$ cat config.mk
export PLATFORM = sky130hd
export DESIGN_NAME = pipe_stage_reg_flat
export DESIGN_NICKNAME = d
export VERILOG_FILES = /design/src/rtl/pipe_pkg.sv /design/src/rtl/pipe_stage_reg_if.sv /design/src/rtl/pipe_sat_counter.sv /design/src/rtl/pipe_stage_reg.sv /design/src/flat_wrapper.sv
export SDC_FILE = /design/constraint.sdc
export NUM_CORES = 1
export LEC_CHECK = 0
export BUFFER_PORTS_ARGS = -buffer_cell sky130_fd_sc_hd__buf_2
export CAP_MARGIN = 0
export CORE_MARGIN = 5
export CORE_UTILIZATION = 54
export DETAILED_ROUTE_END_ITERATION = 8
export GPL_TIMING_DRIVEN = 0
export MAX_ROUTING_LAYER = met4
export PLACE_DENSITY = 0.85
export SKIP_CTS_REPAIR_TIMING = 1
export SYNTH_ARGS = -nofsm -noshare
export SYNTH_HDL_FRONTEND = slang
export SYNTH_HIERARCHICAL = 1
export SYNTH_SLANG_ARGS = --single-unit
export TNS_END_PERCENT = 1
$ cat constraint.sdc
create_clock -name clk -period 2.2 [get_ports clk]
set_input_delay 0.44 -clock clk [delete_from_list [all_inputs] [get_ports clk]]
set_output_delay 0.44 -clock clk [all_outputs]
set_load 0.01 [all_outputs]
$ cat src/rtl/pipe_pkg.sv
// Shared definitions for the fetch/decode/execute stage registers:
// occupancy encoding and the NOP payloads each stage inserts as a bubble.
package pipe_pkg;

   typedef enum logic [1:0] {
      EMPTY = 2'd0,
      ONE   = 2'd1,
      TWO   = 2'd2
   } pipe_state_t;

   // Control bundle carried between decode and execute.
   typedef struct packed {
      logic       reg_write;
      logic       mem_access;
      logic       mem_write;
      logic       branch;
      logic [3:0] alu_op;
      logic [4:0] rd;
   } ctrl_t;

   localparam int CTRL_W = $bits(ctrl_t);

   localparam ctrl_t CTRL_NOP = '{
      reg_write:  1'b0,
      mem_access: 1'b0,
      mem_write:  1'b0,
      branch:     1'b0,
      alu_op:     4'd0,
      rd:         5'd0
   };

   // addi x0, x0, 0 -- the canonical fetch-stage bubble.
   localparam logic [31:0] FETCH_BUBBLE  = 32'h0000_0013;
   localparam logic [31:0] DECODE_BUBBLE = 32'h0000_0000;
   localparam logic [CTRL_W-1:0] EXEC_BUBBLE = CTRL_NOP;

   function automatic logic is_nop_ctrl(input ctrl_t c);
      return !c.reg_write && !c.mem_access;
   endfunction

endpackage

$ cat src/rtl/pipe_stage_reg_if.sv
// Valid/ready stream between two pipeline stages, seen from both sides of a stage register.
// A beat transfers on a rising edge where valid and ready are both high; valid, once raised,
// is not required to hold, and ready may depend on valid only through the stage itself.
interface pipe_stage_reg_if #(
   parameter int WIDTH = 32
);
   logic             in_valid;
   logic             in_ready;
   logic [WIDTH-1:0] in_data;
   logic             out_valid;
   logic             out_ready;
   logic [WIDTH-1:0] out_data;

   modport master (
      output in_valid, in_data, out_ready,
      input  in_ready, out_valid, out_data
   );

   modport slave (
      input  in_valid, in_data, out_ready,
      output in_ready, out_valid, out_data
   );
endinterface

$ cat src/rtl/pipe_sat_counter.sv
// Saturating event counter, cleared only by reset; reusable by any stage for perf monitoring.
module pipe_sat_counter #(
   parameter int W = 16
) (
   input  logic         clk,
   input  logic         rst,
   input  logic         inc,
   output logic [W-1:0] count
);

   localparam logic [W-1:0] STEP = W'(1);

   always_ff @(posedge clk) begin
      if (rst) begin
         count <= '0;
      end else if (inc && (count != '1)) begin
         count <= count + STEP;
      end
   end

endmodule

$ cat src/rtl/pipe_stage_reg.sv
// Parametrised inter-stage register with valid/ready handshake, optional two-entry skid buffer,
// flush-to-bubble and a starvation counter.
module pipe_stage_reg
   import pipe_pkg::*;
#(
   parameter int               WIDTH  = 32,
   parameter logic [WIDTH-1:0] BUBBLE = '0,
   parameter bit               SKID   = 1'b1,
   parameter int               CNT_W  = 16
) (
   input  logic              clk,
   input  logic              rst,
   input  logic              flush,
   pipe_stage_reg_if.slave   bus,
   output logic [CNT_W-1:0]  bubble_cnt,
   output pipe_state_t       state
);

   logic             in_ready_w;
   logic             out_valid_w;
   logic [WIDTH-1:0] out_data_w;

   if (SKID) begin : g_skid
      pipe_state_t      st_q;
      logic [WIDTH-1:0] main_q;
      logic [WIDTH-1:0] skid_q;
      logic             in_ready_q;
      logic             out_valid_q;
      logic             accept;
      logic             pop;

      assign accept = bus.in_valid & in_ready_q & ~flush;
      assign pop    = out_valid_q & bus.out_ready & ~flush;

      // in_ready is a register so out_ready never reaches upstream combinationally.
      always_ff @(posedge clk) begin
         if (rst || flush) begin
            st_q        <= EMPTY;
            main_q      <= BUBBLE;
            skid_q      <= BUBBLE;
            in_ready_q  <= 1'b1;
            out_valid_q <= 1'b0;
         end else begin
            case (st_q)
               EMPTY: begin
                  if (accept) begin
                     st_q        <= ONE;
                     main_q      <= bus.in_data;
                     in_ready_q  <= 1'b1;
                     out_valid_q <= 1'b1;
                  end
               end
               ONE: begin
                  if (accept && !pop) begin
                     st_q       <= TWO;
                     skid_q     <= bus.in_data;
                     in_ready_q <= 1'b0;
                  end else if (accept && pop) begin
                     main_q <= bus.in_data;
                  end else if (pop) begin
                     st_q        <= EMPTY;
                     main_q      <= BUBBLE;
                     out_valid_q <= 1'b0;
                  end
               end
               TWO: begin
                  if (pop) begin
                     st_q       <= ONE;
                     main_q     <= skid_q;
                     skid_q     <= BUBBLE;
                     in_ready_q <= 1'b1;
                  end
               end
               default: begin
                  st_q        <= EMPTY;
                  main_q      <= BUBBLE;
                  skid_q      <= BUBBLE;
                  in_ready_q  <= 1'b1;
                  out_valid_q <= 1'b0;
               end
            endcase
         end
      end

      assign in_ready_w  = in_ready_q;
      assign out_valid_w = out_valid_q;
      assign out_data_w  = main_q;
      assign state       = st_q;
   end else begin : g_single
      pipe_state_t      st_q;
      logic [WIDTH-1:0] main_q;
      logic             out_valid_q;
      logic             accept;
      logic             pop;

      assign in_ready_w = (~out_valid_q | bus.out_ready) & ~flush;
      assign accept     = bus.in_valid & in_ready_w;
      assign pop        = out_valid_q & bus.out_ready & ~flush;

      always_ff @(posedge clk) begin
         if (rst || flush) begin
            st_q        <= EMPTY;
            main_q      <= BUBBLE;
            out_valid_q <= 1'b0;
         end else if (accept) begin
            st_q        <= ONE;
            main_q      <= bus.in_data;
            out_valid_q <= 1'b1;
         end else if (pop) begin
            st_q        <= EMPTY;
            main_q      <= BUBBLE;
            out_valid_q <= 1'b0;
         end
      end

      assign out_valid_w = out_valid_q;
      assign out_data_w  = main_q;
      assign state       = st_q;
   end

   assign bus.in_ready  = in_ready_w;
   assign bus.out_valid = out_valid_w;
   assign bus.out_data  = out_data_w;

   pipe_sat_counter #(
      .W (CNT_W)
   ) u_bubble_cnt (
      .clk   (clk),
      .rst   (rst),
      .inc   (bus.out_ready & ~out_valid_w & ~flush),
      .count (bubble_cnt)
   );

endmodule

$ cat src/flat_wrapper.sv
// flat-port wrapper written by rule: the top's interface ports become plain ports
module pipe_stage_reg_flat import pipe_pkg::*;
#(
   parameter int               WIDTH  = 32,
   parameter logic [WIDTH-1:0] BUBBLE = '0,
   parameter bit               SKID   = 1'b1,
   parameter int               CNT_W  = 16
)
  (clk, rst, flush, bubble_cnt, state, bus_in_valid, bus_in_data, bus_out_ready, bus_in_ready, bus_out_valid, bus_out_data);
  pipe_stage_reg_if #(.WIDTH(WIDTH)) bus_i ();
  input  logic clk;
  input  logic rst;
  input  logic flush;
  output logic [CNT_W-1:0] bubble_cnt;
  output pipe_state_t state;
  input wire logic [$bits(bus_i.in_valid)-1:0] bus_in_valid;
  input wire logic [$bits(bus_i.in_data)-1:0] bus_in_data;
  input wire logic [$bits(bus_i.out_ready)-1:0] bus_out_ready;
  output wire logic [$bits(bus_i.in_ready)-1:0] bus_in_ready;
  output wire logic [$bits(bus_i.out_valid)-1:0] bus_out_valid;
  output wire logic [$bits(bus_i.out_data)-1:0] bus_out_data;
  assign bus_i.in_valid = bus_in_valid;
  assign bus_i.in_data = bus_in_data;
  assign bus_i.out_ready = bus_out_ready;
  assign bus_in_ready = bus_i.in_ready;
  assign bus_out_valid = bus_i.out_valid;
  assign bus_out_data = bus_i.out_data;
  pipe_stage_reg #(.WIDTH(WIDTH), .BUBBLE(BUBBLE), .SKID(SKID), .CNT_W(CNT_W)) u_core (.clk(clk), .rst(rst), .flush(flush), .bus(bus_i), .bubble_cnt(bubble_cnt), .state(state));
endmodule
=== Yosys cells after proc, flatten, opt, wreduce, memory -nomap -nowiden ===
Index checks and enable logic that the tools add are counted.

* Bits in registers: 84
* Latch bits: 0
* RAM bits: 0
* Memory bits (read-only): 0
* Input port bits: 37
* Logic and storage cells: 62
* Memories kept: 0

* Add/sub/neg operators: 1
* $mul: 0
* Divide/modulo/power cells: 0
* Order comparisons: 0
* Eq/ne operators: 12
* Shift operators: 0
* Multiplexer cells: 22
* Bitwise gates (word level): 10
* Reduce and logical (&&, ||, !) cells: 11

{| class="wikitable"
|+ Operator list
! cell !! number
|-
| 2-to-1 mux 32 bit || 6
|-
| case mux 32 bit (3 select lines) || 2
|-
| adder 16 x 1 -> 16 bit (second input constant) || 1
|-
| != test 16 bit (second input constant) || 1
|-
| 2-to-1 mux 2 bit || 5
|-
| != test 2 x 1 -> 1 bit (second input constant) || 4
|-
| AND reduction 4 bit || 2
|-
| AND 1 bit || 6
|-
| 2-to-1 mux 1 bit || 6
|-
| != test 3 x 1 -> 1 bit (second input constant) || 2
|-
| case mux 1 bit (3 select lines) || 2
|-
| case mux 2 bit (3 select lines) || 1
|-
| AND reduction 3 bit || 2
|-
| AND reduction 5 bit || 1
|-
| != test 2 bit (second input constant) || 2
|-
| inverter 1 bit || 4
|-
| logical AND 1 bit || 3
|-
| != test 3 x 2 -> 1 bit (second input constant) || 1
|-
| equality test 2 x 1 -> 1 bit (second input constant) || 1
|-
| equality test 2 bit (second input constant) || 1
|-
| zero test 2 bit || 1
|-
| zero test 1 bit || 1
|-
| logical OR 1 bit || 1
|}

=== Depth between registers and ports, before layout ===
* Depth after elaboration: 6
* Gate-level depth with buffers: 7
* Depth with buffers taken out: 5

=== Modules after synthesis ===
Netlist, hierarchy kept.

{| class="wikitable"
|+ Modules (own cells, without submodules)
! module !! times used !! cells an instance !! area each (µm²)
|-
| pipe_stage_reg || 1 || 272 || 2967.8
|-
| pipe_sat_counter || 1 || 99 || 848.3
|}

=== Worst setup path before layout ===
Ideal clock, no wire load.

* Path kind: input-to-reg
* From: in bus_out_ready
* To: reg u_core.u_bubble_cnt.count[7]
* Setup time: 0.070 ns
* Arrival time: 1.793 ns
* Data required time: 2.130 ns
* Path slack: 0.337 ns
* Stages: 5
* Path buffers: 1
* Path through: nor3b_1 -> nand2_1 -> clkbuf_1 -> or4_1 -> a21oi_1

* Word-level cells in the longest chain between the ends: 3

{| class="wikitable"
|+ RTL lines
! item !! line !! source
|-
| from (decl) || flat_wrapper.sv:18 || <nowiki>input wire logic [$bits(bus_i.out_ready)-1:0] bus_out_ready;</nowiki>
|-
| AND 1 bit (2 in a row) || pipe_stage_reg.sv:130 || <nowiki>.inc (bus.out_ready & ~out_valid_w & ~flush),</nowiki>
|-
| logical AND 1 bit || pipe_sat_counter.sv:16 || <nowiki>end else if (inc && (count != '1)) begin</nowiki>
|-
| to (signal assigned) || pipe_sat_counter.sv:17 || <nowiki>count <= count + STEP;</nowiki>
|-
| to (decl) || pipe_sat_counter.sv:8 || <nowiki>output logic [W-1:0] count</nowiki>
|}

No other way between the ends.
A chain may end at the register's enable or synchronous reset.

=== Worst setup path in the final report ===
* From: reg u_core.g_skid.out_valid_q (netlist: u_core/bus.out_valid)
* To: reg u_core.u_bubble_cnt.count[15]

* Word-level cells in the longest chain between the ends: 4

{| class="wikitable"
|+ RTL lines
! item !! line !! source
|-
| from (decl) || pipe_stage_reg.sv:28 || <nowiki>logic out_valid_q;</nowiki>
|-
| from (signal assigned) || pipe_stage_reg.sv:42 || <nowiki>out_valid_q <= 1'b0;</nowiki>
|-
| from (signal assigned) || pipe_stage_reg.sv:50 || <nowiki>out_valid_q <= 1'b1;</nowiki>
|-
| from (signal assigned) || pipe_stage_reg.sv:63 || <nowiki>out_valid_q <= 1'b0;</nowiki>
|-
| inverter 1 bit || pipe_stage_reg.sv:130 ||
|-
| AND 1 bit (2 in a row) || pipe_stage_reg.sv:130 ||
|-
| logical AND 1 bit || pipe_sat_counter.sv:16 ||
|}

No other way between the ends.

==> impl_metrics.json <==
{
  "drc_errors": 0,
  "core-area_sq_um": 6830,
  "regArea_sq_um": 1680,
  "insertion_delay_ns": 0.36,
  "r2r-start": "u_core/bus.out_valid$_SDFFE_PP0P_",
  "grt_usage_pct": 22.4,
  "slew_viol_final": 0,
  "max_freq_ghz": 0.512,
  "crit_path_start_kind": "register",
  "hpwl_um": 6970,
  "arrival_ns": 2.25,
  "antenna_found_initial": 0,
  "p_clk_share_pct": 38.5,
  "die_height_um": 94.1,
  "yosys_most_used_dff": "dfxtp_1",
  "powerDensity_nw_per_um2": 658,
  "syn_nets": 409,
  "fin_skew_ns": 0.00667,
  "worstHoldStart": "bus_in_data[15]",
  "yosysSeqAreaShare_pct": 44.1,
  "rsz0062_at_grt": "false",
  "critPathCaptureType": "register",
  "grt_pass1_wl_um": 15300,
  "final_common_cell": "buf_2",
  "finalSetupTns_ns": 0,
  "hp-class": "primary input to register",
  "crit_chain": "nor3b_2 -> nand2_1 -> clkbuf_1 -> or4_1 -> a21oi_1",
  "drive_gt1_share_pct": 27.8,
  "fin_area_sq_um": 4590,
  "clk_pin_slew_ns": 0.09,
  "cts_sinks": 84,
  "num_io_pins": 89,
  "drt_first_pass_iters": 5,
  "nNetsFinal": 508,
  "p_sw_uw": 806,
  "hold-worst-slack_ns": 0.318,
  "area_delta_synth_final_pct": 20.3,
  "clock-root-buffer": "clkbuf_8",
  "tightest_slew_ns": 0.759,
  "diodes": 0,
  "initialDrtViolationCount": 148,
  "routed_via_density": 5.99,
  "max-vdd-ir-drop_mv": 0.336,
  "fin_util_pct": 67.2,
  "num_vias": 3422,
  "cp_num_buf_inv": 1,
  "crit_required_ns": 2.49,
  "swShare_pct": 26.7,
  "fp.dieW_um": 94.1,
  "placed_area_sq_um": 4380,
  "wirelength_um": 9770,
  "ant_nets": 0,
  "clock_path_buffers": 2,
  "overflow": 0,
  "netlist.area_leader.share_pct": 44.1,
  "worstPathMaxFanout": 10,
  "row_count": 30,
  "portBuffers": 88,
  "fin_crit_ns": 1.95,
  "syn_area_per_cell_sq_um": 10.3,
  "multi_input_area_sq_um": 1970,
  "leakagePower_nw": 1.88,
  "initial_core_util_pct": 55.9,
  "crit_path_top_delay_cell": "or4_1",
  "cts_buffers": 9,
  "synthCells": 371,
  "fin_crit_sh_pct": 88.9,
  "syn_area_sq_um": 3820,
  "grt_pass1_vias": 3206,
  "yosysTopAreaCell": "dfxtp_1",
  "postLayoutSetupSlackWorst_ns": 0.245,
  "setup-violations-final": 0,
  "dp_cells": 555,
  "cts_tree": "yes",
  "p_comb_share_pct": 9.5,
  "final_cells": 571,
  "h-tree-depth": 3,
  "ys_types": 45,
  "yosys-top-cells-area": "dfxtp_1 44%, a22o_1 14%, mux2i_1 9.7%, o2bb2ai_1 7.3%, a21oi_1 1.8%",
  "worstSetupStartpoint": "u_core/bus.out_valid$_SDFFE_PP0P_",
  "maxSlewHeadroom_pct": 49.4,
  "cap_viol_max_count": 0,
  "crit_family": "simple AND/OR/NAND/NOR gates",
  "seqPwrFrac_pct": 52.0,
  "die_area_sq_um": 8850,
  "grt_max_degree": 17,
  "synth-seq-cells": 84,
  "final_cell_mix": "102 x buf_2, 84 x dfxtp_1, 61 x a22o_1, 37 x mux2i_1, 32 x o2bb2ai_1",
  "place.gp.congestion": 0.932,
  "status": "finished clean",
  "total_power_mw": 3.02,
  "path_class": "register to register",
  "finalHoldViolations": 0,
  "p_int_mw": 2.21,
  "nFillCells": 571,
  "ff2ff_setup_slack_ns": 0.25,
  "ys_async_sr_fraction_pct": 0,
  "dp_slack_ns": -0.140,
  "synth_warnings": 6,
  "synth_edf_count": 0,
  "routedWlPerCell_um": 17.1,
  "crit_path_max_incr_delay_ns": 0.53
}
power by group through the flow:
stage | sequential [mW] | combinational (mW) | clock (mW)
after CTS | 1.57 | 0.284 | 1.18
final | 1.57 | 0.286 | 1.16
after detailed placement | 1.61 | 0.282 | 0
after floorplan | 1.62 | 0.150 | 0
after global routing | 1.58 | 0.312 | 1.25
after global placement | 1.61 | 0.274 | 0
area by class of cell:
class	instances	share of cell area [%]
plain buffers	31	3.44
flip-flops and latches	84	36.6
inverters	4	0.327
repair buffers	88	9.60
clock buffers	9	2.70
clock inverters	7	1.83
multi-input cells	252	42.9
well taps	96	2.62
sequential cells by signal (all words and copies together), names as in the netlist:
register / count
u_core/bus.in_ready: 1
u_core/g_skid.skid_q: 32
u_core/u_bubble_cnt/count: 16
u_core/bus.out_valid: 1
u_core/state: 2
u_core/bus.out_data: 32
synthesized netlist by cell type, drive strengths merged, types with 4 or more instances:
library cell,n
nand4,4
nand3b,5
nand2,18
dfxtp,84
o21ai,6
or4,7
nand3,9
clkbuf,11
buf,20
a21oi,14
o2bb2ai,32
a22o,61
inv,4
mux2i,37
o31ai,6
nor3,6
nor4,4
nor2,12
metal layers:
metal	vias up	part of all wire, %	GRT usage (%)
met5	-	0	-
met3	10	5.6	5.69
met4	0	1.2	6.98
met2	107	49	35.7
li1	1642	-	-
met1	1663	45	27.9
path summary, 6_finish.rpt:
kind | endpoint | depth (start not counted)
min | u_core/g_skid.skid_q[15]$_SDFFE_PP0P_ | 2
max | u_core/u_bubble_cnt/count[15]$_SDFFE_PP0P_ | 5
max reg2reg | u_core/u_bubble_cnt/count[15]$_SDFFE_PP0P_ | 5
min reg2reg | u_core/g_skid.skid_q[27]$_SDFFE_PP0P_ | 2
kinds of logic after synthesis:
| logic type | count (synthesis) | synth area share, % |
|---|---|---|
| compound gates | 128 | 27.0 |
| flops | 84 | 44.1 |
| simple gates | 81 | 13.0 |
| mux | 40 | 10.6 |
| buf+inv | 35 | 4.52 |
| xor+xnor | 2 | 0.459 |
| fa+ha+maj | 1 | 0.328 |
(Power assumes the default switching activity.)
